### src/rtl/muldiv_seq_pkg.sv
// muldiv_seq_pkg: shared divider FSM encodings and handshake constants
package muldiv_seq_pkg;
  typedef enum logic [1:0] {
    DivFree   = 2'b00,
    DivByZero = 2'b01,
    DivOn     = 2'b10,
    DivEnd    = 2'b11
  } div_state_e;
  localparam logic DivStart = 1'b1;
  localparam logic DivStop = 1'b0;
  localparam logic DivResultReady = 1'b1;
  localparam logic DivResultNotReady = 1'b0;
  localparam int DoubleRegBus = 64;
endpackage

### src/rtl/muldiv_seq.sv
// muldiv_seq: multi-cycle restoring radix-2 divider (signed/unsigned) with annul and stall handshake
module muldiv_seq
  import muldiv_seq_pkg::*;
#(
  parameter int DATA_W = 32,
  parameter int CNT_W = 6
) (
  input  logic                clk,
  input  logic                rst,
  input  logic                start_i,
  input  logic                annul_i,
  input  logic                signed_div_i,
  input  logic [DATA_W-1:0]   opdata1_i,
  input  logic [DATA_W-1:0]   opdata2_i,
  output logic [2*DATA_W-1:0] result_o,
  output logic                ready_o,
  output logic                stallreq_o
);
  localparam logic [CNT_W-1:0] LAST = CNT_W'(DATA_W);
  div_state_e state, state_n;
  logic [CNT_W-1:0] cnt;
  logic [DATA_W-1:0] q, r, d;
  logic a_neg, b_neg, go, neg;
  logic [2*DATA_W-1:0] res;
  logic [DATA_W:0] sh;
  logic [DATA_W+1:0] diff;
  assign go = start_i & ~annul_i;
  assign sh = {r, q[DATA_W-1]};
  assign diff = {1'b0, sh} - {2'b0, d};
  assign neg = diff[DATA_W+1];
  assign ready_o = (state == DivEnd) ? DivResultReady : DivResultNotReady;
  assign result_o = ready_o ? res : '0;
  assign stallreq_o = start_i & ~ready_o & ~annul_i & ~rst;
  always_comb begin
    state_n = state;
    unique case (state)
      DivFree:   state_n = !go ? DivFree : (opdata2_i == '0) ? DivByZero : DivOn;
      DivByZero: state_n = annul_i ? DivFree : DivEnd;
      DivOn:     state_n = annul_i ? DivFree : (cnt == LAST) ? DivEnd : DivOn;
      DivEnd:    state_n = (annul_i || start_i == DivStop) ? DivFree : DivEnd;
    endcase
  end
  always_ff @(posedge clk or posedge rst) begin
    if (rst) state <= DivFree;
    else state <= state_n;
  end
  // cnt == LAST is the extra ON cycle that applies sign correction on the way into END
  always_ff @(posedge clk or posedge rst) begin
    if (rst) begin
      cnt <= '0;
      q <= '0;
      r <= '0;
      d <= '0;
      a_neg <= 1'b0;
      b_neg <= 1'b0;
      res <= '0;
    end else begin
      unique case (state)
        DivFree: if (go) begin
          a_neg <= signed_div_i & opdata1_i[DATA_W-1];
          b_neg <= signed_div_i & opdata2_i[DATA_W-1];
          q <= (signed_div_i & opdata1_i[DATA_W-1]) ? -opdata1_i : opdata1_i;
          d <= (signed_div_i & opdata2_i[DATA_W-1]) ? -opdata2_i : opdata2_i;
          r <= '0;
          cnt <= '0;
        end
        DivByZero: res <= '0;
        DivOn: if (!annul_i) begin
          if (cnt != LAST) begin
            r <= neg ? sh[DATA_W-1:0] : diff[DATA_W-1:0];
            q <= {q[DATA_W-2:0], ~neg};
            cnt <= cnt + 1'b1;
          end else begin
            res <= {a_neg ? -r : r, (a_neg ^ b_neg) ? -q : q};
            cnt <= '0;
          end
        end
        DivEnd: ;
      endcase
    end
  end
endmodule
### config.mk
export PLATFORM = sky130hd
export DESIGN_NAME = muldiv_seq
export DESIGN_NICKNAME = d
export VERILOG_FILES = /design/src/rtl/muldiv_seq_pkg.sv /design/src/rtl/muldiv_seq.sv
export SDC_FILE = /design/constraint.sdc
export NUM_CORES = 1
export LEC_CHECK = 0
export CORE_MARGIN = 2
export CORE_UTILIZATION = 57
export DETAILED_ROUTE_END_ITERATION = 10
export PLACE_DENSITY = 0.83
export SYNTH_ARGS = -nofsm -noshare
export SYNTH_HDL_FRONTEND = slang
export SYNTH_SLANG_ARGS = --single-unit
### constraint.sdc
create_clock -name clk -period 6.2 [get_ports clk]
set_clock_uncertainty 0.1 [all_clocks]
set_input_delay 0.62 -clock clk [delete_from_list [all_inputs] [get_ports clk]]
set_output_delay 0.62 -clock clk [all_outputs]
set_load 0.02 [all_outputs]
==> summary.md, run 1 <==
| Metric | Value |
|---|---|
| Hold endpoint | `res[11]$_DFFE_PP0P_` |
| N_diodes | `0` |
| Number of H-tree levels | `4` |
| Area of the core | `19500 µm²` |
| Yosys cell types | `55` |
| Worst R2R Setup Slack | `2.29 ns` |
| Crit path DAT | `4.09 ns` |
| Drt wl/cell | `16.5 µm` |
| R2R Path Start | `d[1]$_DFFE_PP0P_` |
| Min-Delay Path Class | `reg -> reg` |
| Synthesized instance count | `1415` |
| Cell row count | `51` |
| Cts hold-fix bufs | `0` |
| Initial Util | `58.4%` |
| Final setup viols | `0` |
| Post-CTS sizing | `0` |
| Area Growth Syn to Fin | `18.0%` |
| First-pass DRT Iterations | `5` |
| Die height | `145 µm` |
| Register area share after synthesis | `37.3%` |
| Max VDD drop | `0.247 mV` |
| Grt total ovfl | `0` |
| Cells on worst reg2reg path | `12` |
| Number of buffers created by CTS | `17` |
| Fillcell total | `1639` |
| Root buffer cell | `clkbuf_16` |
| # IOs | `135` |
| Port Buf Inserts | `134` |
| Clock Pin Slew Worst Setup and Hold Paths | `0.06 ns` |
| Die area | `21200 µm²` |
| Worst slew pin tran | `1.19 ns` |
| Total of max-cap violations | `0` |
| Critical path launch point type | `flip-flop` |
| Post-CTS setup buffers | `0` |
| All-Layer GR Usage | `27.7%` |
| Post-route DRC | `0` |
| CP Capture Type | `flip-flop` |
| Final Cycle Share | `63.0%` |
| Worst path top cell family by delay | `compound AO/OA/AOI/OAI gates` |
| Ys Warns | `0` |
| Setup TNS | `0 ns` |
| CP Cell Sequence | `inv_1 -> ha_1 -> nor2b_1 -> o31a_1 -> o31ai_1 -> buf_4 -> o211ai_1 -> a211oi_1 -> o31a_1 -> nor2_1 -> a21oi_1 -> o21ai_0` |
| Syn avg cell area | `8.06 µm²` |
| Pin count of the biggest net entering global routing | `78` |
| Dpl hpwl | `21400 µm` |
| ANT nets after route | `0` |
| First-pass GRT wire length | `48400 µm` |
| Slew Limit Fails | `0` |
| Nets | `1609` |
| Min Tclk post-route | `3.91 ns` |
| Max incr delay on CP | `0.95 ns` |
| TritonCTS clock tree | `built` |
| Final Hold Fails | `0` |
| Post-synth EDFFs | `0` |
| Ys flop type | `dfrtp_1` |
| Total wire length | `29400 µm` |
| Max FO, Critical Path | `31` |
| Worst Hold Path Cells | `2` |
| Crit Path Category | `reg -> reg` |
| Ys async rst share | `100%` |
| CTS Sinks | `170` |
| Slowest CP cell | `o31a_1` |
| Reg-to-reg endpoint | `r[6]$_DFFE_PP0P_` |
| Vias in the first global route | `9614` |
| Final Wtd Congestion | `0.914` |
| Hold path startpoint | `res[11]$_DFFE_PP0P_` |
| Die Wd | `145 µm` |
| Relative slew slack | `20.3%` |
| Initial antenna violation count | `0` |
| CP Data Required Time | `6.38 ns` |
| CP bufs+invs | `2` |
| DR iter-0 viols | `890` |
| Vias/cell | `5.88` |
| Outcome | `completed` |
| Fmax | `256 MHz` |
| Cell area after synthesis | `11400 µm²` |
| Clock Latency Late Sink | `0.43 ns` |
| DR vias | `10400` |
| Power Dens Cells | `386 nW/µm²` |
| Most numerous cell on the critical path | `o31a_1` |
| Most frequent cells in the layout | `nand2_1 (204), o21ai_0 (204), dfrtp_1 (170)` |
| Syn_nets | `1523` |
| Clock buffer depth | `2` |
| Unrepaired setup endpoints after global routing | `false` |
| Pwr Total | `5200 µW` |
| Layout cell share with drive strength beyond 1 | `3.97%` |
| Yosys reg bits | `170` |
| Leak pwr | `0.00595 µW` |
==> flip-flops by register name, summed over array words and instances (netlist names) <==
name / count
a_neg: 1
b_neg: 1
cnt: 6
d: 32
q: 32
r: 32
res: 64
state: 2
==> per-stage QoR <==
step           cells  area (µm²)  setup WS (ns)  hold WS (ns)  utilization, %
2_1_floorplan   1415       11400          0.877         0.340               -
3_3_place_gp    1747       12900           2.39         0.354            66.0
3_5_place_dp    1747       12900           2.30         0.362            66.0
4_1_cts         1777       13500           2.31         0.377            68.9
5_1_grt         1777       13500           1.99         0.396            68.9
6_report        1777       13500           2.29         0.371            68.9
==> power by group <==
part / internal (µW) / total, µW / switching, µW
clock: 582 / 1020 / 439
sequential: 1440 / 1790 / 350
combinational: 967 / 2390 / 1420
total: 2990 / 5200 / 2210
==> how the worst max path moves through the flow <==
| stage | endpoint | from | cells past startpoint |
|---|---|---|---|
| 3_3_place_gp | state[0]$_DFF_PP0_ | opdata2_i[4] | 9 |
| 4_1_cts | r[6]$_DFFE_PP0P_ | d[1]$_DFFE_PP0P_ | 12 |
| 6_report | r[6]$_DFFE_PP0P_ | d[1]$_DFFE_PP0P_ | 12 |
| 5_1_grt | r[6]$_DFFE_PP0P_ | d[1]$_DFFE_PP0P_ | 12 |
| 3_5_place_dp | state[0]$_DFF_PP0_ | opdata2_i[4] | 9 |
| 2_1_floorplan | a_neg$_DFFE_PP0P_ | rst | 1 |
==> synthesized netlist by cell type (all sizes together), types with 2 or more instances <==
cell type  instances  area share [%]
nor3b              2            0.13
o21ai            212             9.4
mux2i              7            0.61
nor3              21            0.92
a21oi             94             4.1
nor2b              7            0.38
nand4             10            0.55
o41ai             12            0.99
and2               6            0.33
nor2              99             3.3
nand2            204             6.7
a221oi             3            0.23
a21boi             2            0.13
o21bai             2            0.13
clkbuf            73             2.4
xnor2             57             4.4
a31oi              9            0.49
or3               20             1.2
a32oi              9            0.69
o41a               2            0.20
dfrtp            170              37
or4               11            0.79
and3              73             4.0
o31ai             25             1.6
o31a               4            0.31
a22o               3            0.23
buf                8            0.27
inv               56             1.8
nand3             16            0.70
nand2b            10            0.55
a211oi             6            0.39
ha                38             4.2
o211ai            15            0.99
o22ai              3            0.16
or2                3            0.19
a21o              11            0.72
nor4              10            0.60
o21a               4            0.26
nor4b              3            0.23
xor2              88             6.8
==> tightest hold or removal path: stages, from the launching register on <==
cell and delay (ns):
dfrtp_1 0.34, nand2_1 0.04, o21ai_0 0.06
==> final cells by class <==
type / instances / area, µm² / share of cell area (%)
multi-input combinational: 1108 / 6650 / 49.4
inverter: 56 / 215 / 1.60
timing repair buffer: 148 / 1450 / 10.8
clock inverter: 9 / 90.1 / 0.670
clock buffer: 21 / 470 / 3.50
tap: 265 / 332 / 2.46
sequential: 170 / 4250 / 31.6
==> cell families after synthesis <==
family	share of synthesized area, %
flops	37.3
xor+xnor	11.1
mux	0.614
fa+ha+maj	4.35
simple gates	20.8
buf+inv	4.52
compound gates	21.3
==> layer usage <==
metal / global-route usage [%] / vias to the layer above / share of wire (%)
met5: 0 / - / 0
met4: 6.62 / 0 / 1.2
met3: 5.08 / 26 / 7.8
met2: 41.0 / 403 / 43
met1: 42.4 / 4867 / 48
li1: - / 5151 / -
Power figures use the tool's default switching activity.
==> run 2, diff against run 1 <==
Settings changed: CORE_UTILIZATION 57 to 52, PLACE_DENSITY 0.83 to 0.8.
Clock period 6.2 ns to 3.3 ns, I/O delays scaled along.
==> run 2 against run 1 <==
Compared with the run above:
- register-to-register slack lost 2.1 ns
- largest cell class unchanged
- die area up 9.3%
- first-iteration DRC count is 3.7% lower
- sequential cell count stayed put
- sequential share of layout area fell by 0.83 points
- non-clock buffer count increased by 34
- sequential power is 83% higher
- via count grew 0.37%
- final cell count grew 2.9%
- setup slack lost 2.1 ns
- power grew 93%
==> summary.md, run 2 (synthesis results as in run 1) <==
| Metric | Value |
|---|---|
| Min Tclk post-route | `3.12 ns (-0.782 ns)` |
| Switching power | `4160 µW (+89%)` |
| Final Hold Fails | `0 (unchanged)` |
| Final Wtd Congestion | `0.920 (+0.67%)` |
| Clock Latency Late Sink | `0.44 ns (about the same)` |
| Power Dens Cells | `725 nW/µm² (+88%)` |
| N_diodes | `0 (unchanged)` |
| Pin count of the biggest net entering global routing | `108 (+38%)` |
| Largest register FFs | `64 (unchanged)` |
| Area Growth Syn to Fin | `21.2%` |
| Outcome | `completed` |
| Commonest non-fill, non-tap cell in the layout | `nand2_1` |
| Final setup viols | `0 (unchanged)` |
| Biggest register | `res` |
| Vias/cell | `5.74 (-2.4%)` |
| All-Layer GR Usage | `24.8% (-2.9 points)` |
| Crit Path Category | `reg -> reg` |
| Slack of the critical path | `0.176 ns (-2.12 ns)` |
| Fmax | `320 MHz (+25%)` |
| Logic pwr share | `47.2% (+1.3 points)` |
| Share of power burned in registers | `32.7% (-1.7 points)` |
| Worst slew pin tran | `1.25 ns (+0.0619 ns)` |
| Number of H-tree levels | `4 (unchanged)` |
| Most frequent cells in the layout | `nand2_1 (204), o21ai_0 (203), dfrtp_1 (170)` |
| Leak pwr | `0.00615 µW (+3.3%)` |
| CP Data Required Time | `3.55 ns (-2.83 ns)` |
| CTS Sinks | `170 (unchanged)` |
| Layout cell share with drive strength beyond 1 | `6.46% (+2.5 points)` |
| Unrepaired setup endpoints after global routing | `false` |
| Die area | `23100 µm² (+9.3%)` |
| Clock share of power | `20.1% (+0.4 points)` |
| Critical path launch point type | `flip-flop` |
| # IOs | `135 (unchanged)` |
| Nets | `1643 (+2.1%)` |
| Sw Share | `41.5% (-0.95 points)` |
| DR vias | `10500 (+0.37%)` |
| Int Pwr | `5860 µW (+96%)` |
| DP Worst Slack | `-0.147 ns (-2.45 ns)` |
| Cell row count | `54 (+5.9%)` |
| Area of the core | `21700 µm² (+11%)` |
| Die Wd | `152 µm (+4.6%)` |
| Number of buffers created by CTS | `17 (unchanged)` |
| DR iter-0 viols | `857 (-3.7%)` |
| TritonCTS clock tree | `built` |
| First-pass GRT wire length | `48000 µm (-0.76%)` |
| Slew Limit Fails | `0 (unchanged)` |
| Max VDD drop | `0.460 mV (+86%)` |
| Crit path DAT | `3.37 ns (-0.72 ns)` |
| Max FO, Critical Path | `24 (-23%)` |
| Initial antenna violation count | `0 (unchanged)` |
| Clock buffer depth | `2 (unchanged)` |
| Clock Pin Slew Worst Setup and Hold Paths | `0.06 ns (about the same)` |
| Total of max-cap violations | `0 (unchanged)` |
| Initial Util | `52.6% (-5.8 points)` |
| Drt wl/cell | `15.7 µm (-5.0%)` |
| ANT nets after route | `0 (unchanged)` |
| Relative slew slack | `16.4% (-3.8 points)` |
| Post-route DRC | `0 (unchanged)` |
| Pwr Total | `10000 µW (+93%)` |
| Total wire length | `28700 µm (-2.3%)` |
| Grt total ovfl | `0 (unchanged)` |
| Vias in the first global route | `9590 (-0.25%)` |
| Port Buf Inserts | `134 (unchanged)` |
| CP Capture Type | `flip-flop` |
| Root buffer cell | `clkbuf_16` |
| Die height | `152 µm (+4.6%)` |
| First-pass DRT Iterations | `5 (unchanged)` |
| Final Cycle Share | `94.7% (+32 points)` |
| Min-Delay Path Class | `in -> async` |
| Dpl hpwl | `21300 µm (-0.44%)` |
==> run 2: cell count changes in the layout (fill, tap and decap cells not counted), sizes merged <==
cell,delta
buf,+34
bufinv,+1
clkbuf,-1
clkinv,+1
clkinvlp,+1
==> run 2: worst paths after layout <==
check,start,endpoint,slack (ns),cells past startpoint
setup / recovery,r[13]$_DFFE_PP0P_,r[3]$_DFFE_PP0P_,0.18,12
min in group clk,res[34]$_DFFE_PP0P_,res[34]$_DFFE_PP0P_,0.37,2
max in group asynchronous,rst,r[28]$_DFFE_PP0P_,2.12,3
setup reg to reg,r[13]$_DFFE_PP0P_,r[3]$_DFFE_PP0P_,0.18,12
hold / removal,rst,res[31]$_DFFE_PP0P_,0.33,3
hold reg to reg,res[34]$_DFFE_PP0P_,res[34]$_DFFE_PP0P_,0.37,2
==> run 2: routing by layer <==
| metal | vias to the layer above | wire [µm] | track usage [%] |
|---|---|---|---|
| li1 | 5215 | - | - |
| met1 | 4862 | 14200 | 38.9 |
| met2 | 381 | 11900 | 35.9 |
| met3 | 28 | 2250 | 4.36 |
| met4 | 0 | 328 | 5.34 |
| met5 | - | 0 | 0 |
==> run 2: critical path, stage by stage, from the launching register on <==
cell and delay (ns):
dfrtp_1 0.47, ha_2 0.44, a21o_1 0.18, nand3_1 0.09, and3_1 0.23, nor3_1 0.27, a211oi_1 0.11, buf_4 0.17
o31a_1 0.34, buf_12 0.17, a211oi_1 0.25, a21oi_1 0.06, o21ai_0 0.14
==> run 2: per-stage QoR <==
| step | util, % | cell area (µm²) | hold slack, ns | std cells | TNS, ns |
|---|---|---|---|---|---|
| 6_report | 63.7 | 13800 | 0.329 | 1828 | 0 |
| 3_5_place_dp | 60.9 | 13200 | 0.362 | 1796 | -0.355 |
| 2_1_floorplan | - | 11400 | 0.293 | 1415 | 0 |
| 4_1_cts | 63.6 | 13800 | 0.377 | 1828 | 0 |
| 3_3_place_gp | 60.9 | 13200 | 0.354 | 1796 | -0.0627 |
| 5_1_grt | 63.7 | 13800 | 0.390 | 1828 | 0 |
==> run 2: layout make-up <==
class | count | area (µm²)
multi-input cells | 1108 | 6670
inverters | 56 | 214
fillers | 1817 | 7870
flip-flops and latches | 170 | 4250
clock buffers | 20 | 457
clock inverters | 12 | 138
repair buffers | 182 | 1740
well taps | 280 | 350
==> run 2: power by group through the flow <==
| stage | logic [µW] | clock network (µW) | registers, µW |
|---|---|---|---|
| global placement | 4460 | 0 | 3250 |
| floorplan | 3390 | 0 | 3130 |
| finish | 4730 | 2020 | 3270 |
| detailed placement | 4600 | 0 | 3290 |
| global route | 5290 | 2120 | 3360 |
| CTS | 4630 | 2040 | 3250 |
==> run 2: timing repair <==
action                                  CTS  global route
gates resized for setup                   0             6
hold buffers                              0             0
endpoints found under the setup margin    0            15
buffers inserted                          0             0
